[config.mk]
export PLATFORM = sky130hd
export DESIGN_NAME = image_load_sequencer
export DESIGN_NICKNAME = d
export VERILOG_FILES = /design/src/rtl/image_load_sequencer.sv
export SDC_FILE = /design/constraint.sdc
export NUM_CORES = 1
export LEC_CHECK = 0
export CAP_MARGIN = 15
export CORE_MARGIN = 1
export CORE_UTILIZATION = 45
export CTS_CLUSTER_SIZE = 28
export DETAILED_ROUTE_END_ITERATION = 10
export GPL_TIMING_DRIVEN = 0
export PLACE_DENSITY = 0.79
export REMOVE_ABC_BUFFERS = 1
export SYNTH_ARGS = -nofsm -noshare
export SYNTH_HDL_FRONTEND = slang
export SYNTH_SLANG_ARGS = --single-unit
[constraint.sdc]
create_clock -name clk -period 23.1 [get_ports clk]
set_clock_uncertainty 0.05 [all_clocks]
set_input_delay 4.62 -clock clk [delete_from_list [all_inputs] [get_ports clk]]
set_output_delay 4.62 -clock clk [all_outputs]
set_load 0.005 [all_outputs]
[src/rtl/image_load_sequencer.sv]
// rtl/image_load_sequencer.sv - serialises compressed image rows into words, then forwards CNN data.
// One shift register carries the row being streamed and, in CNN phase, the single buffered CNN word.
module image_load_sequencer #(
  parameter int ROW_W    = 480,
  parameter int WORD_W   = 16,
  parameter int NUM_ROWS = 28
) (
  input  logic              clk,
  input  logic              rst,
  input  logic [ROW_W-1:0]  row_in,
  input  logic              send,
  input  logic              stop,
  output logic              row_ready,
  input  logic [WORD_W-1:0] cnn_data_in,
  input  logic              cnn_valid,
  input  logic              cnn_last,
  output logic              cnn_ready,
  output logic [WORD_W-1:0] data,
  output logic              data_valid,
  input  logic              data_ready,
  output logic              start_decompression,
  output logic [15:0]       row_size,
  output logic              cnn_image,
  output logic              load_process
);

  localparam int WORDS = ROW_W / WORD_W;
  localparam int IDX_W = (WORDS > 1) ? $clog2(WORDS) : 1;
  localparam int CNT_W = $clog2(NUM_ROWS + 1);
  localparam logic [IDX_W-1:0] LAST_IDX = IDX_W'(WORDS - 1);
  localparam logic [CNT_W-1:0] ROWS_END = CNT_W'(NUM_ROWS);

  typedef enum logic [1:0] {IDLE, STREAM, CNN, DONE} state_t;

  state_t             state_q, state_d;
  logic [ROW_W-1:0]   shift_q, shift_d;
  logic [IDX_W-1:0]   idx_q, idx_d;
  logic [CNT_W-1:0]   rows_q, rows_d;
  logic               hold_q, hold_d;
  logic               last_q, last_d;
  logic               start_q, start_d;
  logic               cnn_image_q, cnn_image_d;
  logic               load_q, load_d;
  logic               xfer;

  assign row_size            = 16'(WORDS);
  assign data                = shift_q[WORD_W-1:0];
  assign row_ready           = (state_q == IDLE) && !stop && !rst;
  assign data_valid          = !stop && ((state_q == STREAM) || ((state_q == CNN) && hold_q));
  assign cnn_ready           = (state_q == CNN) && !stop && (!hold_q || data_ready);
  assign start_decompression = start_q;
  assign cnn_image           = cnn_image_q;
  assign load_process        = load_q;
  assign xfer                = data_valid && data_ready;

  always_comb begin
    state_d     = state_q;
    shift_d     = shift_q;
    idx_d       = idx_q;
    rows_d      = rows_q;
    hold_d      = hold_q;
    last_d      = last_q;
    start_d     = 1'b0;
    cnn_image_d = cnn_image_q;
    load_d      = load_q;
    case (state_q)
      IDLE: begin
        if (send && !stop) begin
          shift_d = row_in;
          idx_d   = '0;
          start_d = 1'b1;
          state_d = STREAM;
        end
      end
      STREAM: begin
        if (xfer) begin
          shift_d = shift_q >> WORD_W;
          if (idx_q == LAST_IDX) begin
            rows_d = rows_q + 1'b1;
            if (rows_d == ROWS_END) begin
              state_d     = CNN;
              cnn_image_d = 1'b1;
            end else begin
              state_d = IDLE;
            end
          end else begin
            idx_d = idx_q + 1'b1;
          end
        end
      end
      CNN: begin
        // Delivering the last word ends the load; a word offered on that same edge is dropped.
        if (xfer && last_q) begin
          state_d = DONE;
          load_d  = 1'b0;
          hold_d  = 1'b0;
        end else if (cnn_valid && cnn_ready) begin
          shift_d = ROW_W'(cnn_data_in);
          hold_d  = 1'b1;
          last_d  = cnn_last;
        end else if (xfer) begin
          hold_d = 1'b0;
        end
      end
      DONE: begin
      end
      default: state_d = IDLE;
    endcase
  end

  always_ff @(posedge clk or posedge rst) begin
    if (rst) begin
      state_q     <= IDLE;
      shift_q     <= '0;
      idx_q       <= '0;
      rows_q      <= '0;
      hold_q      <= 1'b0;
      last_q      <= 1'b0;
      start_q     <= 1'b0;
      cnn_image_q <= 1'b0;
      load_q      <= 1'b1;
    end else begin
      state_q     <= state_d;
      shift_q     <= shift_d;
      idx_q       <= idx_d;
      rows_q      <= rows_d;
      hold_q      <= hold_d;
      last_q      <= last_d;
      start_q     <= start_d;
      cnn_image_q <= cnn_image_d;
      load_q      <= load_d;
    end
  end

endmodule
==> results.json <==
{
  "outcome": "finished clean",
  "p_leak_uw": 0.0159,
  "p_per_area_nw_per_um2": 97.6,
  "worstReg2RegEnd": "shift_q[389]",
  "r2r-start": "state_q[0]",
  "cts.path.max_buffers": 3,
  "critPathSlowestCell": "clkdlybuf4s50_1",
  "synthFlopType": "dfrtp_1",
  "path_cells": "clkdlybuf4s50_1 > nand2b_1 > and2_1 > clkdlybuf4s50_1",
  "grt_setup_unrepaired": "no",
  "grt_pass1_wl_um": 105000,
  "cp_common_cell": "clkdlybuf4s50_1",
  "portBuffers": 524,
  "dp_hpwl_um": 44400,
  "holdCritStartpoint": "load_process",
  "critPathMaxFanout": 8,
  "maxCapViolCount": 0,
  "hold_path.class": "reg2reg",
  "period_minus_slack_ns": 10.74,
  "die-area_um2": 58900,
  "setup_viol": 0,
  "wire_per_inst_um": 16.5,
  "insertion_delay_ns": 0.58,
  "crit_end": "cnn_ready",
  "fillCellCount": 4699,
  "path_clk_slew_ns": 0.06,
  "slew_headroom_pct": 21.4,
  "final_nets": 3623,
  "async_flop_share_pct": 100,
  "slowest_delay_ns": 0.62,
  "vias": 20000,
  "crit_family": "buffers and inverters",
  "dp.cells": 3812,
  "ant_nets": 0,
  "cp.buffers_inverters": 2,
  "yosysUniqueCellTypes": 48,
  "ys_ff_latch": 497,
  "start_util_pct": 45.8,
  "synth_warnings": 0,
  "syn_avg_cell_area_um2": 9.63,
  "r2r_slack_ns": 18.91,
  "grt_pass1_vias": 19800,
  "cts_tree": "built",
  "fin_ws_ns": 12.36,
  "drc": 0,
  "path_class": "in2out",
  "seq_area_frac_synth_pct": 47.7,
  "worstPathRequired_ns": 18.43,
  "fmax_mhz": 93.1,
  "cts_htree_levels": 2,
  "start_kind": "input pin",
  "ctsHoldBuffers": 0,
  "overflow": 0,
  "drive_gt1_share_pct": 13.0,
  "first_pass_iters": 6,
  "post_cts_buffers": 0,
  "clockRootBuffer": "clkbuf_16",
  "ff2ff_path_depth": 11,
  "avgViaCountPerCell": 5.10,
  "end_kind": "output pin",
  "yosysMostFrequentCell": "dfrtp_1",
  "routed_wl_um": 64800,
  "netlist_area_um2": 26000,
  "dieWidth_um": 243,
  "die_h_um": 243,
  "initialDrtViolationCount": 1188,
  "synth_top_cells_by_count": "dfrtp_1 (496), inv_1 (455), o21ai_0 (455)",
  "netlist.area_leader.share_pct": 47.6,
  "num_rows": 87,
  "core_area_um2": 56800,
  "final_util_pct": 59.8,
  "synth_area_leaders": "dfrtp_1 (48%), mux2_2 (12%), o21ai_0 (8.7%)",
  "io_pins": 541,
  "dp_slack_ns": 12.38,
  "ctsResizeCount": 0,
  "yosys.area.top_type": "dfrtp_1",
  "critical_path_depth": 4,
  "arrival_ns": 6.07,
  "area_growth_pct": 30.4,
  "fin_crit_sh_pct": 46.5,
  "vdd.ir_drop.worst_mv": 0.0636,
  "cts_buffers": 54,
  "synth_cells": 2706,
  "synth_edf_count": 0,
  "grt_max_degree": 122,
  "crit_start": "data_ready",
  "tightest_slew_ns": 1.18,
  "antenna_found_initial": 17,
  "fin_cells": 3922,
  "hold_violations": 0,
  "grt_usage_pct": 22.0,
  "clock_sinks": 497,
  "routabilityCongestion": 0.819,
  "maxSlewViolCount": 0
}
## power by group
| group | leakage [uW] | internal [uW] | switching (uW) | total, uW |
|---|---|---|---|---|
| Clock | 0.000932 | 562 | 353 | 915 |
| Sequential | 0.00563 | 1160 | 147 | 1310 |
| Combinational | 0.00937 | 580 | 513 | 1090 |
| Total | 0.0159 | 2300 | 1010 | 3320 |
## stage by stage
step | cell area (um^2) | TNS, ns | power [uW] | hold WS (ns)
2_1_floorplan | 24900 | 0 | 2150 | 0.400
3_3_place_gp | 31100 | -3256.69 | 2540 | 0.395
3_5_place_dp | 32000 | 0 | 2420 | 0.399
4_1_cts | 33900 | 0 | 3360 | 0.408
5_1_grt | 34000 | 0 | 3550 | 0.418
6_report | 34000 | 0 | 3320 | 0.408
## layout by cell type (no fill, tap or decap), types with 11 or more instances in the layout
cell             Yosys  layout
buf_16               0      25
conb_1               2      16
diode_2              0      12
o21ai_0            455     455
clkbuf_16            0      57
nor2b_1             18      18
a22oi_1             16      16
buf_12               0      13
clkdlybuf4s50_1      0     524
dfrtp_1            496     496
nor2_1              17      17
inv_1              455     454
clkbuf_8             0      11
mux2_1             200     200
nand3_1            281     281
clkbuf_1           106      13
nand2_1            176     176
mux2_2             281     281
a21oi_1             20      20
## how the worst min path moves through the flow
| stage | cells after the start | endpoint | slack (ns) |
|---|---|---|---|
| 6_report | 1 | load_process | 0.41 |
| 5_1_grt | 1 | load_process | 0.42 |
| 4_1_cts | 1 | load_process | 0.41 |
| 3_5_place_dp | 1 | load_process | 0.40 |
| 3_3_place_gp | 1 | load_process | 0.39 |
| 2_1_floorplan | 1 | load_process | 0.40 |
## worst reg2reg max path, cell delays in order (launching register included)
cell and delay [ns]:
dfrtp_1 0.42, inv_1 0.16, ha_1 0.97, nor2b_1 0.28, o2111ai_1 0.19, a21boi_4 0.48
buf_12 0.26, buf_12 0.23, buf_16 0.22, buf_12 0.22, buf_12 0.23, mux2_2 0.37
## metal layers
| metal | global-route usage (%) | routed length, um |
|---|---|---|
| met5 | 0 | 100 |
| met4 | 8.56 | 2240 |
| met3 | 6.05 | 4810 |
| met2 | 35.6 | 30900 |
| met1 | 27.9 | 26800 |
## state kept, by name, summed over array words and instances, names as in the netlist
name and flops:
state_q 2, rows_q 5, load_process 1, shift_q 480, idx_q 5, cnn_image 1
last_q 1, start_decompression 1, hold_q 1
## kinds of logic (layout without fill, tap and decap cells)
group	Yosys count	after routing	synth area share, %
xor+xnor	5	5	0.168
buf+inv	681	1115	11.3
fa+ha+maj	8	8	0.384
mux	481	481	20.8
other cells	2	28	0.0288
simple gates	519	519	9.32
flops	497	497	47.7
compound gates	513	513	10.3
## cell type report
cell class	instances	area, um^2	area share (%)
Antenna cell	12	30.0	0.0884
Clock buffer	81	1630	4.79
Sequential cell	497	12400	36.6
Multi-Input combinational cell	1542	10800	31.7
Tap cell	756	946	2.78
Timing Repair Buffer	562	6190	18.2
Clock inverter	17	270	0.795
Inverter	455	1720	5.05
(Power assumes the default switching activity.)
==> RTL edit 1 (same settings) <==
`shift_q` no longer has a reset.
--- a/src/rtl/image_load_sequencer.sv
+++ b/src/rtl/image_load_sequencer.sv
@@ -111,7 +111,6 @@
   always_ff @(posedge clk or posedge rst) begin
     if (rst) begin
       state_q     <= IDLE;
-      shift_q     <= '0;
       idx_q       <= '0;
       rows_q      <= '0;
       hold_q      <= 1'b0;
@@ -121,7 +120,6 @@
       load_q      <= 1'b1;
     end else begin
       state_q     <= state_d;
-      shift_q     <= shift_d;
       idx_q       <= idx_d;
       rows_q      <= rows_d;
       hold_q      <= hold_d;
@@ -132,4 +130,8 @@
     end
   end
 
+  always_ff @(posedge clk) begin
+    shift_q <= shift_d;
+  end
+
 endmodule
Check against the original RTL: not settled (the Yosys comparison gave no result); the edit may change what the design does.
==> RTL edit 1 against the unedited design <==
Routed wire length down 14%; worst setup slack worse by 0.12 ns; cell area is 12% lower; maximum frequency fell by 1.1%; critical path depth did not move; via count down 19%; power decreased by 19%; register-to-register slack got worse by 0.03 ns; clock power decreased by 14%; area after synthesis decreased by 14%; sequential cell count unchanged.
==> RTL edit 1: results (changes against the unedited design) <==
Logic synthesis
  • Top FF cell, synth: edfxtp_1 (was dfrtp_1)
  • Synth cell types: 46 (was 48)
  • Fraction of registers with async set or reset after synthesis: 3.42% (was 100%)
  • Mux contribution to synthesized area: 0.100% (was 20.8%)
  • Adder-cell share of the synthesized area: 0.444% (was 0.384%)
  • Ranking of synthesized cells by area: edfxtp_1 64%, o21ai_0 9.1%, inv_1 7.6% (was dfrtp_1 48%, mux2_2 12%, o21ai_0 8.7%)
  • Commonest cells post-synth: 480 x edfxtp_1, 458 x inv_1, 426 x nand2_1, 410 x o21ai_0, 54 x clkbuf_1 (was 496 x dfrtp_1, 455 x inv_1, 455 x o21ai_0, 281 x mux2_2, 281 x nand3_1)
  • Compound-Gate Fraction of Synth Area: 11.7% (was 10.3%)
  • Xor and xnor area share after synthesis: 0.194% (was 0.168%)
  • EDFF count, synth: 480 (was 0)
  • Sequential share of the synthesized area: 65.9% (was 47.7%)

CTS
  • Num CTS Buffers: 53 (was 54)
  • CTS clock-pin slew for the worst setup and hold paths: 0.06 ns (about the same)

GRT
  • Initial antenna violation count: 15 (was 17)
  • GRT Total Usage: 21.2% (was 22.0%)
  • Vias in the first global route: 16,501 (was 19,828)
  • Global-route wire length before repair: 84,400 µm (was 105,000 µm)
  • Pin count of the biggest net entering global routing: 117 (was 122)

Min path
  • Hold Path Depth: 1 (unchanged)

Power and ir drop
  • Worst vdd ir: 0.0000609 V (was 0.0000636 V)
  • Pleak: 12.9 nW (was 15.9 nW)

Final layout
  • Share of cells above drive strength 1: 4.45% (was 13.0%)
  • # nets final: 3,126 (was 3,623)

Critical path
  • Reg2Reg Depth: 9 (was 11)
  • Reg2Reg Setup Slack: 18.88 ns (was 18.91 ns)
  • Crit-path max cell delay: 0.55 ns (was 0.62 ns)
  • Worst r2r dst: shift_q[229]$_DFFE_PP_ (was shift_q[389]$_DFFE_PP0P_)
  • Crit Path Max Fanout: 7 (was 8)
  • WP data arrival: 6.19 ns (was 6.07 ns)

Placement
  • Post-DP HPWL: 38,300 µm (was 44,400 µm)
  • Area after DPL: 0.0283 mm² (was 0.0320 mm²)
  • GPL Wtd Cong: 0.826 (was 0.819)

Detailed routing
  • Routed WL: 55,800 µm (was 64,800 µm)
  • DR iter-0 viols: 1,093 (was 1,188)
  • DR vias: 16,287 (was 20,000)
  • DRT Pass-1 Iters: 5 (was 6)

Timing
  • Worst-Margin Slew: 1.10 ns (was 1.18 ns)

Status
  • Outcome: finished clean (unchanged)
RTL edit 1: changes by cell type after synthesis, moves of 18 or more:
cell / delta
dfrtp_1: -480
edfxtp_1: +480
mux2_2: -279
nand2_1: +250
nand3_1: -249
mux2_1: -200
clkbuf_1: -52
o21ai_0: -45
o21ai_1: +42
buf_6: +25
buf_1: -22
buf_4: -18
RTL edit 1: power by group:
part / switching [W] / internal (W) / leakage, nW / total (W)
clock network: 0.000340 / 0.000451 / 0.780 / 0.000791
registers: 0.0000514 / 0.00127 / 4.82 / 0.00133
logic: 0.000340 / 0.000245 / 7.25 / 0.000586
total: 0.000732 / 0.00197 / 12.9 / 0.00270
RTL edit 1: worst max path at each step:
| stage | start | endpoint |
|---|---|---|
| after global routing | stop | cnn_ready |
| final | stop | cnn_ready |
| after global placement | stop | shift_q[452]$_DFFE_PP_ |
| after detailed placement | stop | cnn_ready |
| after CTS | stop | cnn_ready |
| after floorplan | stop | shift_q[0]$_DFFE_PP_ |
RTL edit 1: final cells by class:
type / instances / area (µm²)
Antenna cell: 5 / 12.5
Clock buffer: 62 / 1360
Clock inverter: 31 / 228
Fill cell: 3799 / 19200
Inverter: 458 / 1720
Multi-Input combinational cell: 1052 / 5010
Sequential cell: 497 / 14800
Tap cell: 664 / 831
Timing Repair Buffer: 553 / 5950
RTL edit 1: cells by family after synthesis:
logic type / after synthesis
fa+ha+maj: 8
buf+inv: 605
other cells: 2
mux: 2
flops: 497
compound gates: 506
xor+xnor: 5
simple gates: 515
RTL edit 1: routing by layer:
metal / wire (µm) / vias to the layer above / track usage, %
met3: 5860 / 121 / 8.18
met1: 20700 / 7595 / 23.4
met5: 116 / - / 0
li1: - / 7915 / -
met2: 27300 / 638 / 36.3
met4: 1710 / 18 / 8.47
RTL edit 1: metrics by stage:
stage	setup TNS [ns]	std cells	hold slack, ns	worst slack [ns]
finish	0	3322	0.407	12.24
global route	0	3322	0.414	12.18
CTS	0	3317	0.407	12.26
detailed placement	0	3224	0.399	12.26
global placement	-7857.19	3195	0.400	-16.40
floorplan	-3151.80	2007	0.400	-6.57
RTL edit 1: worst register-to-register path: stages (launching register included):
cell and delay, ns:
dfrtp_1 0.39, inv_1 0.11, ha_4 0.90, buf_16 0.40, and2_4 0.68, buf_16 0.35, buf_16 0.30, buf_16 0.33
nand2_1 0.14, o21ai_0 0.26
==> RTL edit 2 (same settings) <==
Made on the original files. `NUM_ROWS`: 28 -> 14.
--- a/src/rtl/image_load_sequencer.sv
+++ b/src/rtl/image_load_sequencer.sv
@@ -3,7 +3,7 @@
 module image_load_sequencer #(
   parameter int ROW_W    = 480,
   parameter int WORD_W   = 16,
-  parameter int NUM_ROWS = 28
+  parameter int NUM_ROWS = 14
 ) (
   input  logic              clk,
   input  logic              rst,
Check against the original RTL: not settled (the Yosys comparison gave no result); the edit may change what the design does.
==> RTL edit 2 against the unedited design <==
Hold slack worse by 0.015 ns; register-to-register slack worse by 0.56 ns; sequential cell count is 1 lower; area after synthesis fell by 3.7%; die area decreased by 3.7%; non-clock buffer count is 7 higher; critical endpoint unchanged; largest cell class unchanged; cell area is 3.5% lower; routed wire length up 14%; worst setup slack worse by 0.041 ns; first-iteration DRC count is 63% higher.
Power is not compared: it rests on default switching activity, and its combinational part moved more than twofold at a synthesized area within 25%.
==> RTL edit 2: results (changes against the unedited design) <==
Detailed routing
  • Post-Route M1 WL: 30,500 µm (was 26,800 µm)
  • Via density: 5.68 (was 5.10)
  • DR vias: 22,424 (was 20,000)
  • Wire length on met3: 7110 µm (was 4810 µm)
  • DRT Pass-1 Iters: 5 (was 6)
  • DR iter-0 viols: 1,939 (was 1,188)
  • Met2 Routed Length: 33,900 µm (was 30,900 µm)

Logic synthesis
  • Post-Syn Instances: 2,833 (was 2,706)
  • Synth cell types: 38 (was 48)
  • Sequential share of the synthesized area: 49.5% (was 47.7%)
  • Commonest cells post-synth: 782 x o21ai_0, 495 x dfrtp_1, 451 x nor2b_1, 271 x a31oi_1, 265 x clkbuf_1 (was 496 x dfrtp_1, 455 x inv_1, 455 x o21ai_0, 281 x mux2_2, 281 x nand3_1)
  • Ranking of synthesized cells by area: dfrtp_1 49%, o21ai_0 16%, nor2b_1 11% (was dfrtp_1 48%, mux2_2 12%, o21ai_0 8.7%)

Placement
  • Area after DPL: 0.0310 mm² (was 0.0320 mm²)
  • Post-DP HPWL: 46,900 µm (was 44,400 µm)
  • GPL Wtd Cong: 0.782 (was 0.819)
  • Placed Cells: 3,834 (was 3,812)

GRT
  • Vias in the first global route: 21,072 (was 19,828)
  • Initial antenna violation count: 27 (was 17)
  • GRT Total Usage: 25.4% (was 22.0%)
  • Pin count of the biggest net entering global routing: 126 (was 122)

Status
  • Outcome: finished clean (unchanged)

Timing
  • Worst relative slew slack: 26.9% (was 21.4%)

Final layout
  • # nets final: 3,653 (was 3,623)
  • Area growth syn-to-layout: 30.7% (was 30.4%)
  • Top flop regs: shift_q: 480 flops, idx_q: 5 flops, rows_q: 4 flops (was shift_q: 480 flops, idx_q: 5 flops, rows_q: 5 flops)
  • Layout fillers: 4,743 (was 4,699)

Critical path
  • Crit Path Max Fanout: 3 (was 8)

CTS
  • Clock latency on the worst-skew pair: 0.60 ns (was 0.58 ns)
-- RTL edit 2: changes by cell type after synthesis, moves of 269 or more --
cell	change
inv_1	-446
mux2_2	-280
nor2b_1	+433
nand3_1	-278
a31oi_1	+269
o21ai_0	+327
-- RTL edit 2: cell type report --
class | instances | area share [%]
clock inverter | 19 | 0.412
antenna | 13 | 0.0993
clock buffer | 80 | 4.94
multi-input combinational | 2012 | 34.1
inverter | 9 | 0.126
timing repair buffer | 569 | 19.6
sequential | 496 | 37.9
tap | 748 | 2.86
-- RTL edit 2: kinds of logic (layout without fill, tap and decap cells) --
group                    count (synthesis)  in the layout  synth area share, %
AO/OA/AOI/OAI                         1458           1458                 30.7
XOR/XNOR                                 6              6                0.210
adder cells (fa/ha/maj)                  8              8                0.399
buffers and inverters                  339            677                 6.30
flip-flops                             496            496                 49.5
multiplexers                             4              4                0.165
other                                    2             29               0.0299
AND/OR/NAND/NOR                        520            520                 12.7
-- RTL edit 2: final timing paths --
check / end / slack [ns] / cells past startpoint
setup / recovery: cnn_ready / 12.32 / 4
max in group asynchronous: shift_q[449]$_DFFE_PP0P_ / 17.11 / 4
hold / removal: load_process$_DFFE_PP1P_ / 0.39 / 2
hold reg to reg: load_process$_DFFE_PP1P_ / 0.39 / 2
setup reg to reg: shift_q[66]$_DFFE_PP0P_ / 18.35 / 13
min in group asynchronous: shift_q[92]$_DFFE_PP0P_ / 4.40 / 2
-- RTL edit 2: power breakdown --
part	total (W)	internal (W)	switching (W)	leakage (nW)
clock network	0.000860	0.000495	0.000365	0.872
logic	0.000158	0.000105	0.0000521	6.05
registers	0.000869	0.000869	0.000000141	6.91
-- RTL edit 2: tightest hold or removal path: cells and delay by family (launching register included) --
family	cells	cell delay (ns)
buffers and inverters	1	0.04
flip-flops	1	0.37
AO/OA/AOI/OAI	1	0.03
